--- src/rtl/mhp_pkg.sv ---
// Shared types and constants for the MHP transmit arbiter.
package mhp_pkg;

    localparam int unsigned BYTE_W = 8;
    localparam int unsigned CNT_W  = 16;

    typedef enum logic [1:0] {
        ARB_IDLE = 2'd0,
        ARB_SEND = 2'd1,
        ARB_GAP  = 2'd2
    } arb_state_t;

    function automatic int unsigned idx_w(input int unsigned n);
        return (n > 1) ? $clog2(n) : 1;
    endfunction

endpackage

--- src/rtl/mhp_rr_pick.sv ---
// Combinational round-robin picker: first requester at or after the pointer, wrapping.
module mhp_rr_pick
    import mhp_pkg::*;
#(
    parameter int unsigned N_SRC = 2,
    parameter int unsigned PW    = idx_w(N_SRC)
) (
    input  logic [N_SRC-1:0] i_req,
    input  logic [PW-1:0]    i_ptr,
    output logic [N_SRC-1:0] o_grant,
    output logic [PW-1:0]    o_idx
);

    // Choose the requester with the smallest circular distance from the pointer.
    always_comb begin
        int unsigned w_best;
        int unsigned w_dist;
        int unsigned w_p;
        w_best  = N_SRC;
        w_dist  = 0;
        w_p     = 32'(i_ptr);
        o_idx   = '0;
        o_grant = '0;
        for (int unsigned j = 0; j < N_SRC; j++) begin
            if (i_req[j]) begin
                w_dist = (j >= w_p) ? (j - w_p) : (j + N_SRC - w_p);
                if (w_dist < w_best) begin
                    w_best = w_dist;
                    o_idx  = PW'(j);
                end
            end
        end
        for (int unsigned j = 0; j < N_SRC; j++) begin
            o_grant[j] = (w_best < N_SRC) && (o_idx == PW'(j));
        end
    end

endmodule

--- src/rtl/mhp_tx_arbiter.sv ---
// Frame-atomic round-robin arbiter sharing one Ethernet byte port between N_SRC sources,
// with inter-frame gap, stall timeout and maximum frame length enforcement.
module mhp_tx_arbiter
    import mhp_pkg::*;
#(
    parameter int unsigned N_SRC      = 2,
    parameter int unsigned IFG_CYCLES = 4,
    parameter int unsigned TIMEOUT    = 1024,
    parameter int unsigned MAX_BYTES  = 1500
) (
    input  logic                    i_clk,
    input  logic                    i_rst,
    input  logic [N_SRC-1:0]        i_req,
    input  logic [BYTE_W*N_SRC-1:0] i_data,
    input  logic [N_SRC-1:0]        i_valid,
    input  logic [N_SRC-1:0]        i_last,
    output logic [N_SRC-1:0]        o_ready,
    output logic [N_SRC-1:0]        o_grant,
    output logic [N_SRC-1:0]        o_done,
    output logic [N_SRC-1:0]        o_abort,
    output logic [BYTE_W-1:0]       o_wdata,
    output logic                    o_wvalid,
    input  logic                    i_wready,
    output logic                    o_busy
);

    localparam int unsigned      PW         = idx_w(N_SRC);
    localparam logic [CNT_W-1:0] C_MAX      = CNT_W'(MAX_BYTES);
    localparam logic [CNT_W-1:0] C_TIMEOUT  = CNT_W'(TIMEOUT);
    localparam logic [7:0]       C_IFG_LAST = 8'(IFG_CYCLES - 1);
    localparam logic [PW-1:0]    C_LAST_IDX = PW'(N_SRC - 1);

    arb_state_t       r_state;
    logic [N_SRC-1:0] r_grant;
    logic [N_SRC-1:0] r_done;
    logic [N_SRC-1:0] r_abort;
    logic [PW-1:0]    r_gidx;
    logic [PW-1:0]    r_ptr;
    logic [CNT_W-1:0] r_bytes;
    logic [CNT_W-1:0] r_stall;
    logic [7:0]       r_gap;

    logic [N_SRC-1:0]  w_pick_gnt;
    logic [PW-1:0]     w_pick_idx;
    logic [BYTE_W-1:0] w_wdata;
    logic              w_xfer;
    logic              w_last;
    logic [CNT_W-1:0]  w_bytes_nx;
    logic [CNT_W-1:0]  w_stall_nx;
    logic [PW-1:0]     w_ptr_nx;
    logic              w_end_ok;
    logic              w_end_ab;

    mhp_rr_pick #(
        .N_SRC (N_SRC),
        .PW    (PW)
    ) u_pick (
        .i_req   (i_req),
        .i_ptr   (r_ptr),
        .o_grant (w_pick_gnt),
        .o_idx   (w_pick_idx)
    );

    // r_grant is zero outside SEND, so it alone gates the pass-through path.
    always_comb begin
        w_wdata = '0;
        for (int unsigned k = 0; k < N_SRC; k++) begin
            if (r_grant[k]) w_wdata = w_wdata | i_data[k*BYTE_W +: BYTE_W];
        end
    end

    assign o_wdata    = w_wdata;
    assign o_wvalid   = |(r_grant & i_valid);
    assign o_ready    = r_grant & {N_SRC{i_wready}};
    assign o_grant    = r_grant;
    assign o_done     = r_done;
    assign o_abort    = r_abort;
    assign o_busy     = (r_state != ARB_IDLE);

    assign w_xfer     = o_wvalid & i_wready;
    assign w_last     = |(r_grant & i_last);
    assign w_bytes_nx = r_bytes + CNT_W'(1);
    assign w_stall_nx = r_stall + CNT_W'(1);
    assign w_ptr_nx   = (r_gidx == C_LAST_IDX) ? '0 : r_gidx + PW'(1);

    // A last byte always wins over the length limit; any transfer defeats the timeout.
    assign w_end_ok = (r_state == ARB_SEND) && w_xfer && w_last;
    assign w_end_ab = (r_state == ARB_SEND) &&
                      ((w_xfer && !w_last && (w_bytes_nx == C_MAX)) ||
                       (!w_xfer && (w_stall_nx == C_TIMEOUT)));

    always_ff @(posedge i_clk or negedge i_rst) begin
        if (!i_rst) begin
            r_state <= ARB_IDLE;
            r_grant <= '0;
            r_done  <= '0;
            r_abort <= '0;
            r_gidx  <= '0;
            r_ptr   <= '0;
            r_bytes <= '0;
            r_stall <= '0;
            r_gap   <= '0;
        end else begin
            r_done  <= w_end_ok ? r_grant : '0;
            r_abort <= w_end_ab ? r_grant : '0;
            case (r_state)
                ARB_IDLE: begin
                    if (|i_req) begin
                        r_grant <= w_pick_gnt;
                        r_gidx  <= w_pick_idx;
                        r_bytes <= '0;
                        r_stall <= '0;
                        r_state <= ARB_SEND;
                    end
                end
                ARB_SEND: begin
                    if (w_xfer) begin
                        r_bytes <= w_bytes_nx;
                        r_stall <= '0;
                    end else begin
                        r_stall <= w_stall_nx;
                    end
                    if (w_end_ok || w_end_ab) begin
                        r_grant <= '0;
                        r_ptr   <= w_ptr_nx;
                        r_gap   <= '0;
                        r_state <= ARB_GAP;
                    end
                end
                ARB_GAP: begin
                    if (r_gap == C_IFG_LAST) r_state <= ARB_IDLE;
                    else                     r_gap   <= r_gap + 8'd1;
                end
                default: r_state <= ARB_IDLE;
            endcase
        end
    end

endmodule

--- config.mk ---
export PLATFORM = sky130hd
export DESIGN_NAME = mhp_tx_arbiter
export DESIGN_NICKNAME = d
export VERILOG_FILES = /design/src/rtl/mhp_pkg.sv /design/src/rtl/mhp_rr_pick.sv /design/src/rtl/mhp_tx_arbiter.sv
export SDC_FILE = /design/constraint.sdc
export NUM_CORES = 1
export LEC_CHECK = 0
export BUFFER_PORTS_ARGS = -buffer_cell sky130_fd_sc_hd__buf_4
export CAP_MARGIN = 20
export CORE_UTILIZATION = 52
export DETAILED_ROUTE_END_ITERATION = 8
export PLACE_DENSITY = 0.77
export SKIP_LAST_GASP = 1
export SYNTH_ARGS = -nofsm -noshare
export SYNTH_HDL_FRONTEND = slang
export SYNTH_SLANG_ARGS = --single-unit
--- constraint.sdc ---
create_clock -name i_clk -period 2.4 [get_ports i_clk]
set_input_delay 0.48 -clock i_clk [delete_from_list [all_inputs] [get_ports i_clk]]
set_output_delay 0.48 -clock i_clk [all_outputs]
set_load 0.01 [all_outputs]
---- Yosys cells after proc, flatten, opt, wreduce, memory -nomap -nowiden ----
Cells that the tools add are included.
word-level totals
  register bits ........................... 50
  input bits .............................. 25
  output and inout port bits .............. 18
cells by class
  add/subtract/negate cells ............... 7
  magnitude comparators ................... 4
  equality and inequality tests ........... 10
  muxes and demuxes ....................... 27
  bitwise logic cells ..................... 6
  reductions and logical operators ........ 26
operators by type and width
  kind                   number
  $mux 32                5
  $lt 32x2->1 const B    2
  $pmux 16 s2            2
  $mux 16                3
  $add 16x1->16 const B  2
  $eq 16x11->1 const B   2
  $lt 32x32->1           1
  $mux 8                 4
  $pmux 8 s2             1
  $mux 2                 7
  $reduce_and 3->1       4
  $add 8x1->8 const B    1
  $eq 8x2->1 const B     1
  $logic_and 1x1->1      8
  $ne 2x2->1 const B     4
  $or 8x8->8             1
  $and 2x2->2            3
  $pmux 2 s3             1
  $reduce_and 2->1       3
  $reduce_bool 2->1      3
  $reduce_or 2->1        3
  $pmux 2 s2             1
  $sub 1x1->2 const A    2
  $mux 1                 3
  other kinds (11)       13

---- Longest topological paths before layout ----
Gate-level depths: netlist of run 1.
  word-level depth ........................ 12
  gate-level depth with buffers ........... 9

---- Cells and area by module ----
A second synthesis of run 1 with hierarchy kept.
second synthesis, totals
  cell total of the unflattened synthesis .. 357
  area total of the unflattened synthesis .. 3,047.9 sq um
modules (own cells, without submodules)
  module          instances  cells each  area each (sq um)
  mhp_tx_arbiter  1          353         3,021.6
  mhp_rr_pick     1          4           26.3

---- Worst setup path after synthesis of run 1 ----
No wires, ideal clock.
  path kind ............................... flip-flop to flip-flop
  from .................................... register r_grant[0], in the netlist o_grant[0]
  to ...................................... register r_gap[2]
  arrival time ............................ 2.099 ns
  data required time ...................... 2.257 ns
  slack ................................... 0.158 ns
  cell stages (with the launch flop) ...... 8
  buffers on the path ..................... 0
  period minus slack after synthesis ...... 2.242 ns
  cells stage by stage .................... dfrtp_1 > a22o_1 > a21bo_2 > a211oi_1 > o211ai_1 > or4b_4 > a41oi_2 > o22ai_1
on the way
  longest elaborated chain between the ends .. 10
  elaborated cells between the ends (all ways) .. 17
RTL lines
  element                                                      RTL line                                    text
  start, declared                                              mhp_tx_arbiter.sv:34                        logic [N_SRC-1:0] r_grant;
  start signal, assigned                                       mhp_tx_arbiter.sv:109                       r_grant <= w_pick_gnt;
  $and 2x2->2 *                                                mhp_tx_arbiter.sv:73                        assign o_wvalid = |(r_grant & i_valid);
  $reduce_or 2->1 *                                            mhp_tx_arbiter.sv:73
  named net o_wvalid                                           mhp_tx_arbiter.sv:22                        output logic o_wvalid,
  $and 1x1->1 *                                                mhp_tx_arbiter.sv:80                        assign w_xfer = o_wvalid & i_wready;
  $logic_and 1x1->1 / $logic_not 1->1 (equally long branches)  mhp_tx_arbiter.sv:89, mhp_tx_arbiter.sv:90
  $logic_and 1x1->1, on equally long branches                  mhp_tx_arbiter.sv:89, mhp_tx_arbiter.sv:90
  $logic_or 1x1->1                                             mhp_tx_arbiter.sv:89                        ((w_xfer && !w_last && (w_bytes_nx == C_MAX)) ||
  $logic_and 1x1->1                                            mhp_tx_arbiter.sv:88                        assign w_end_ab = (r_state == ARB_SEND) &&
  $logic_or 1x1->1 *                                           mhp_tx_arbiter.sv:123                       if (w_end_ok || w_end_ab) begin
  $ne 2x1->1 (no source line) *                                --
  $reduce_and 3->1 (no source line) *                          --
  end signal, assigned                                         mhp_tx_arbiter.sv:132                       else r_gap <= r_gap + 8'd1;
  end, declared                                                mhp_tx_arbiter.sv:41                        logic [7:0] r_gap;
The timed path passes the listed nets; every way through them passes the cells marked *.
A chain may end at the register's enable or synchronous reset.

---- Worst setup path after layout of run 1 ----
  from .................................... register r_stall[1]
  to ...................................... register r_gap[1]
on the way
  longest elaborated chain between the ends .. 8
RTL lines
  element                            RTL line               text
  start, declared                    mhp_tx_arbiter.sv:40   logic [CNT_W-1:0] r_stall;
  start signal, assigned             mhp_tx_arbiter.sv:121  r_stall <= w_stall_nx;
  $add 16x1->16                      mhp_tx_arbiter.sv:83   assign w_stall_nx = r_stall + CNT_W'(1);
  $eq 16x11->1                       mhp_tx_arbiter.sv:90   (!w_xfer && (w_stall_nx == C_TIMEOUT)));
  $logic_and 1x1->1                  mhp_tx_arbiter.sv:90
  $logic_or 1x1->1                   mhp_tx_arbiter.sv:89
  $logic_and 1x1->1                  mhp_tx_arbiter.sv:88
  $logic_or 1x1->1                   mhp_tx_arbiter.sv:123
  $ne 2x1->1 (no source line)        --
  $reduce_and 3->1 (no source line)  --
No other way between the ends.

==> results.cfg, run 1 <==
[final_layout]
area_delta_synth_final_pct = 22.71
drive_gt1_share_pct = 25.00
antenna_cells = 0
fill_cells = 456
post-route-util_pct = 67.07
final_area_um2 = 3739
layout.cells.non_filler = 476
nets = 431

[logic_synthesis]
mappedNetlistArea_um2 = 3047
ys_ff_latch = 50
syn_avg_cell_area_um2 = 8.857
ys_seq_area_share_pct = 41.07
synthDistinctLibCells = 57
netlist.top_cell.by_area = dfrtp_1
synth_edf_count = 0
synth_top_cell_area_share_pct = 41.07
synthCells = 344
synthTopCellsByArea = dfrtp_1, o21ai_0, nand2_1
async_flop_share_pct = 100.0
yosysWarnings = 0
ys.flop_type = dfrtp_1
syn_nets = 372

[detailed_routing]
vias = 2853
drc = 0
ant_nets = 0
vias_per_cell = 5.994
met1_length_um = 3518
wl_met3_um = 309
met2WireLength_um = 3857
routed_wl_um = 7798
routed.top_layer = met4
post_drt_wl_per_cell_um = 16.38
first_pass_iters = 4
drt_iter0_markers = 183

[pwr]
p_seq_share_pct = 38.8
ir_worst_vdd_mv = 0.6051
comb_power_share_pct = 40.1
internal_power_mw = 1.863
powerDensity_nw_per_um2 = 805.8
p_switching_mw = 1.150
clockPowerShare_pct = 21.0
switching_share_pct = 38.17
power_mw = 3.013
p_leak_nw = 1.641

[global_route]
grt.overflow.total = 0
grt_pass1_wl_um = 12620
grt_max_degree = 51
antenna_found_initial = 0
grtUsageTotal_pct = 26.26
grt_pass1_vias = 2699

[floorplan]
coreArea_um2 = 5574
fp.dieW_um = 78.55
die-area_um2 = 6169
ios = 43
start_util_pct = 54.66
fp.dieH_um = 78.55
rows = 27

[placed_design]
place_congestion = 0.8798
dpl_cell_area_um2 = 3575
io_buffers = 42
pre_cts_ws_ps = -7.632
place_inst = 467
dp_hpwl_um = 5390

[sta]
slew_headroom_pct = 57.87
fin_skew_ps = 16.13
fin_ws_ps = 67.71
rsz0062_at_grt = true
worst_pin_slew_ps = 632.0
max_freq_ghz = 0.4288
period_needed_ps = 2332
finalSetupViolations = 0
slew_violations = 0
timing_hold_violations_final = 0
period_share_pct = 97.18

[worst_setup_path]
critical_path.startpoint = r_stall[1]$_DFFE_PN0P_
rr_worst_depth = 7
worstSetupPathType = flop to flop
crit_path_end_kind = flop
endpoint = r_gap[1]$_DFFE_PN0P_
r2r_start = r_stall[1]$_DFFE_PN0P_
r2r_end = r_gap[1]$_DFFE_PN0P_
reg2reg_setup_slack_ps = 70
cp_max_fo = 6
cp-start-kind = flop
required_ps = 2640
arrival_ps = 2570

[cts]
clockBufferDepth = 2
clkLatencyLatePin_ps = 320
path_clk_slew_ps = 110
cts-hold-fix-buffers = 0
htree_levels = 2
clockRootBuffer = clkbuf_8
cts_tree = done
numClockSinks = 50
tritoncts.num_buffers = 5

[run]
cap_violations = 0

[hold_path]
hp-class = input port to asynchronous set/reset pin

[run_status]
outcome = completed
## layout make-up
cell class | count | area [um^2] | share of cell area (%)
well taps | 72 | 90.09 | 2.410
multi-input cells | 270 | 1733 | 46.35
clock buffers | 5 | 68.82 | 1.841
clock inverters | 3 | 47.55 | 1.272
flip-flops and latches | 50 | 1255 | 33.57
repair buffers | 69 | 518.0 | 13.86
inverters | 7 | 26.28 | 0.7028
## cell families (layout without fill, tap and decap cells)
group | count (synthesis) | count (layout) | share of synthesized area [%]
adder cells (fa/ha/maj) | 3 | 3 | 1.232
XOR/XNOR | 9 | 9 | 2.587
multiplexers | 7 | 7 | 2.300
flip-flops | 50 | 50 | 41.07
AO/OA/AOI/OAI | 102 | 102 | 22.75
AND/OR/NAND/NOR | 149 | 149 | 26.82
buffers and inverters | 24 | 84 | 3.244
## stage by stage
step	hold WS [ps]	TNS (ps)
2_1_floorplan	184.4	0
3_3_place_gp	451.9	0
3_5_place_dp	468.4	-7.632
4_1_cts	200.7	0
5_1_grt	218.9	-20.73
6_report	169.0	0
## sequential cells by signal (all words and copies together), names as in the netlist, 2 cells and up
name,cells
r_gap,8
o_abort,2
r_stall,16
o_done,2
r_state,2
o_grant,2
r_bytes,16
## cells in the final DEF (no fill, tap or decap), drive strengths merged, types with 2 or more instances in the layout
master / netlist / final
and2: 10 / 10
o31ai: 16 / 16
nand3b: 2 / 2
nand3: 26 / 26
dfrtp: 50 / 50
o21ai: 35 / 35
nor2b: 7 / 7
nand4: 7 / 7
and3: 8 / 8
a31oi: 6 / 6
nor4: 5 / 5
nor3: 3 / 3
nor3b: 2 / 2
clkbuf: 12 / 5
ha: 3 / 3
nand2: 37 / 37
a21oi: 12 / 12
buf: 5 / 69
a22o: 10 / 10
nand2b: 3 / 3
a32o: 3 / 3
xor2: 4 / 4
or2: 3 / 3
mux2i: 7 / 7
nor2: 28 / 28
or3: 2 / 2
xnor2: 5 / 5
or4: 2 / 2
o22ai: 4 / 4
o21a: 2 / 2
inv: 7 / 8
o41ai: 4 / 4
## worst min path at each step
stage / start / end / slack, ps / cells past startpoint
after global routing: i_rst / r_bytes[15]$_DFFE_PN0P_ / 220 / 1
after detailed placement: r_gidx$_DFFE_PN0P_ / r_ptr$_DFFE_PN0P_ / 470 / 1
after floorplan: i_rst / o_abort[0]$_DFF_PN0_ / 180 / 0
after global placement: r_gidx$_DFFE_PN0P_ / r_ptr$_DFFE_PN0P_ / 450 / 1
after CTS: i_rst / r_bytes[15]$_DFFE_PN0P_ / 200 / 1
final: i_rst / r_bytes[15]$_DFFE_PN0P_ / 170 / 1
## critical path, stage by stage, from the launching register on
cell	delay (ps)
dfrtp_1	440
and2_4	180
or3_1	330
a211oi_2	230
o211ai_1	110
or4b_4	600
nand4_4	160
mux2i_1	200
## Yosys cell counts (all sizes together), types with 8 or more instances
library cell / count
o21ai: 35
a22o: 10
nand2: 37
nand3: 26
nor2: 28
clkbuf: 12
o31ai: 16
a21oi: 12
dfrtp: 50
and3: 8
and2: 10
## metal layers
metal / vias to the layer above / global-route usage, %
li1: 1388 / -
met1: 1376 / 35.13
met2: 76 / 43.65
met3: 13 / 4.302
met4: 0 / 7.593
met5: - / 0
## power groups by stage
stage	logic, mW	registers [mW]	clock network [mW]
floorplan	0.711	1.16	0
global placement	1.13	1.17	0
detailed placement	1.16	1.18	0
CTS	1.18	1.16	0.634
global route	1.33	1.20	0.673
finish	1.21	1.17	0.634
## timing repair
| action | CTS | global route |
|---|---|---|
| gates resized for setup | 1 | 11 |
| setup buffers | 1 | 0 |
| pin swaps | 1 | 4 |
| setup endpoints to repair | 2 | 3 |
Note: power is estimated with default switching activity, not from simulation.
==> run 2: changes to the inputs <==
--- a/config.mk
+++ b/config.mk
@@ -14,3 +14,4 @@
 export SYNTH_ARGS = -nofsm -noshare
 export SYNTH_HDL_FRONTEND = slang
+export SYNTH_HIERARCHICAL = 1
 export SYNTH_SLANG_ARGS = --single-unit
==> constraint.sdc (replaced) <==
create_clock -name i_clk -period 2.4 [get_ports i_clk]
set_input_delay 0.24 -clock i_clk [delete_from_list [all_inputs] [get_ports i_clk]]
set_output_delay 0.24 -clock i_clk [all_outputs]
set_load 0.01 [all_outputs]
==> run 2 against run 1 <==
Net effect:
- utilization is 0.11 points lower
- critical endpoint is now r_ptr$_DFFE_PN0P_
- sequential share of layout area is 0.090 points higher
- non-clock buffer count is 4 lower
==> results.cfg, run 2 <==
[sta]
timing_hold_violations_final = 0
period_share_pct = 95.43
slew_headroom_pct = 59.09
finalSetupViolations = 0
worst_pin_slew_ps = 613.7
max_freq_ghz = 0.4366
period_needed_ps = 2290
tns_ps = 0
rsz0062_at_grt = true
slew_violations = 0
fin_skew_ps = 9.182

[cts]
clockBufferDepth = 2
clkLatencyLatePin_ps = 310
numClockSinks = 50
clockRootBuffer = clkbuf_8
tritoncts.num_buffers = 5
htree_levels = 2
cts_tree = done
path_clk_slew_ps = 90

[final_layout]
final_area_um2 = 3732
antenna_cells = 0
reg_top3 = r_bytes x16, r_stall x16, r_gap x8
layout.cells.non_filler = 484
nets = 439
multiInputGateArea_um2 = 1759
ff_latch_area_um2 = 1256
area_delta_synth_final_pct = 22.45
fill_cells = 459
final_common_cell = buf_4
layout_common_cells = buf_4, nand2_1, dfrtp_1, o21ai_0, nor2_1
drive_gt1_share_pct = 23.30

[hold_path]
hold_depth = 4
hp-class = input port to flop

[placed_design]
dpl_cell_area_um2 = 3501
dp_hpwl_um = 5253
place_congestion = 0.8730
io_buffers = 42
place_inst = 469

[logic_synthesis]
ys_seq_area_share_pct = 41.05
synth_top_cell_area_share_pct = 41.05
yosys-top-cells-count = dfrtp_1, nand2_1, o21ai_0
async_flop_share_pct = 100.0
mappedNetlistArea_um2 = 3048
synth_edf_count = 0
yosysWarnings = 6
synthDistinctLibCells = 58
ys.flop_type = dfrtp_1
syn_nets = 385
netlist.top_cell.by_area = dfrtp_1
syn_avg_cell_area_um2 = 8.538
synthCells = 357
synthTopCellsByArea = dfrtp_1, o21ai_0, nand2_1
ys_ff_latch = 50

[detailed_routing]
vias_per_cell = 5.940
first_pass_iters = 5
drt_iter0_markers = 256
drc = 0
ant_nets = 0
routed_wl_um = 7500
post_drt_wl_per_cell_um = 15.50
vias = 2875

[floorplan]
rows = 27
ios = 43
coreArea_um2 = 5574
die-area_um2 = 6172
fp.dieW_um = 78.56
fp.dieH_um = 78.56
start_util_pct = 54.68

[worst_setup_path]
crit_path_end_kind = flop
worstSetupPathType = flop to flop
rr_worst_depth = 7
required_ps = 2630
cp_max_fo = 7
cp-start-kind = flop
arrival_ps = 2520

[run_status]
outcome = completed

[pwr]
power_mw = 2.820
ir_worst_vdd_mv = 0.6246
p_leak_nw = 1.616
powerDensity_nw_per_um2 = 755.6

[global_route]
grt_pass1_wl_um = 12420
grt_pass1_vias = 2730
grtUsageTotal_pct = 25.41
grt_max_degree = 51
grt.overflow.total = 0
antenna_found_initial = 0

[run]
cap_violations = 0
[run 2: path summary, 6_finish.rpt]
kind | slack, ps | endpoint | startpoint
worst max-delay path | 110 | r_ptr$_DFFE_PN0P_ | r_stall[5]$_DFFE_PN0P_
worst min-delay path | 230 | r_gidx$_DFFE_PN0P_ | i_req[0]
worst max register to register | 110 | r_ptr$_DFFE_PN0P_ | r_stall[5]$_DFFE_PN0P_
worst min register to register | 520 | r_ptr$_DFFE_PN0P_ | r_gidx$_DFFE_PN0P_
max in group asynchronous | 1460 | r_bytes[0]$_DFFE_PN0P_ | i_rst
min in group asynchronous | 490 | r_stall[8]$_DFFE_PN0P_ | i_rst
[run 2: cell families (layout without fill, tap and decap cells)]
logic type      after synthesis  count (layout)  share of synthesized area (%)
compound gates              113             113                          24.88
flops                        50              50                          41.05
mux                           5               5                          1.683
fa+ha+maj                     3               3                          1.232
buf+inv                      26              81                          3.366
simple gates                154             154                          26.07
xor+xnor                      6               6                          1.724
[run 2: area by class of cell]
type                       instances  share of cell area (%)
multi-input combinational        281                   47.13
sequential                        50                   33.66
tap                               72                   2.414
inverter                           8                  0.8046
timing repair buffer              65                   13.14
clock buffer                       7                   2.045
clock inverter                     1                  0.8046
[run 2: repair_timing]
action,4_1_cts,5_1_grt
pin swaps,2,6
resized for setup,1,14
setup buffers,1,5
setup endpoints to repair,1,14
hold buffers,1,0
endpoints found under the hold margin,50,0
[run 2: per-layer routing]
| metal | GRT usage, % | share of wire [%] | wire length, um |
|---|---|---|---|
| met5 | 0 | 0 | 0 |
| met3 | 5.000 | 6.4 | 481 |
| met1 | 33.01 | 44 | 3289 |
| met2 | 42.52 | 48 | 3633 |
| met4 | 7.778 | 1.3 | 95 |
[run 2: power breakdown]
group          internal, mW  total, mW  switching [mW]
registers             0.992       1.16           0.173
clock network         0.312      0.590           0.278
logic                 0.478       1.06           0.587
[run 2: stage by stage]
step                      util, %  setup WS (ps)  hold slack, ps
final                       66.96          109.6           225.3
after global routing        66.96         -46.68           243.8
after CTS                   65.05          11.64           225.9
after detailed placement    62.81          13.08           308.4
after global placement      62.81          128.5           303.8
after floorplan                 -          253.7          -55.59
[run 2: critical path, cell delays in order, from the launching register on]
cell	delay, ps
dfrtp_1	440
nand4_1	290
nor3_2	310
mux2_1	350
o21ai_1	210
a32oi_2	200
nand2_2	190
mux2i_1	230
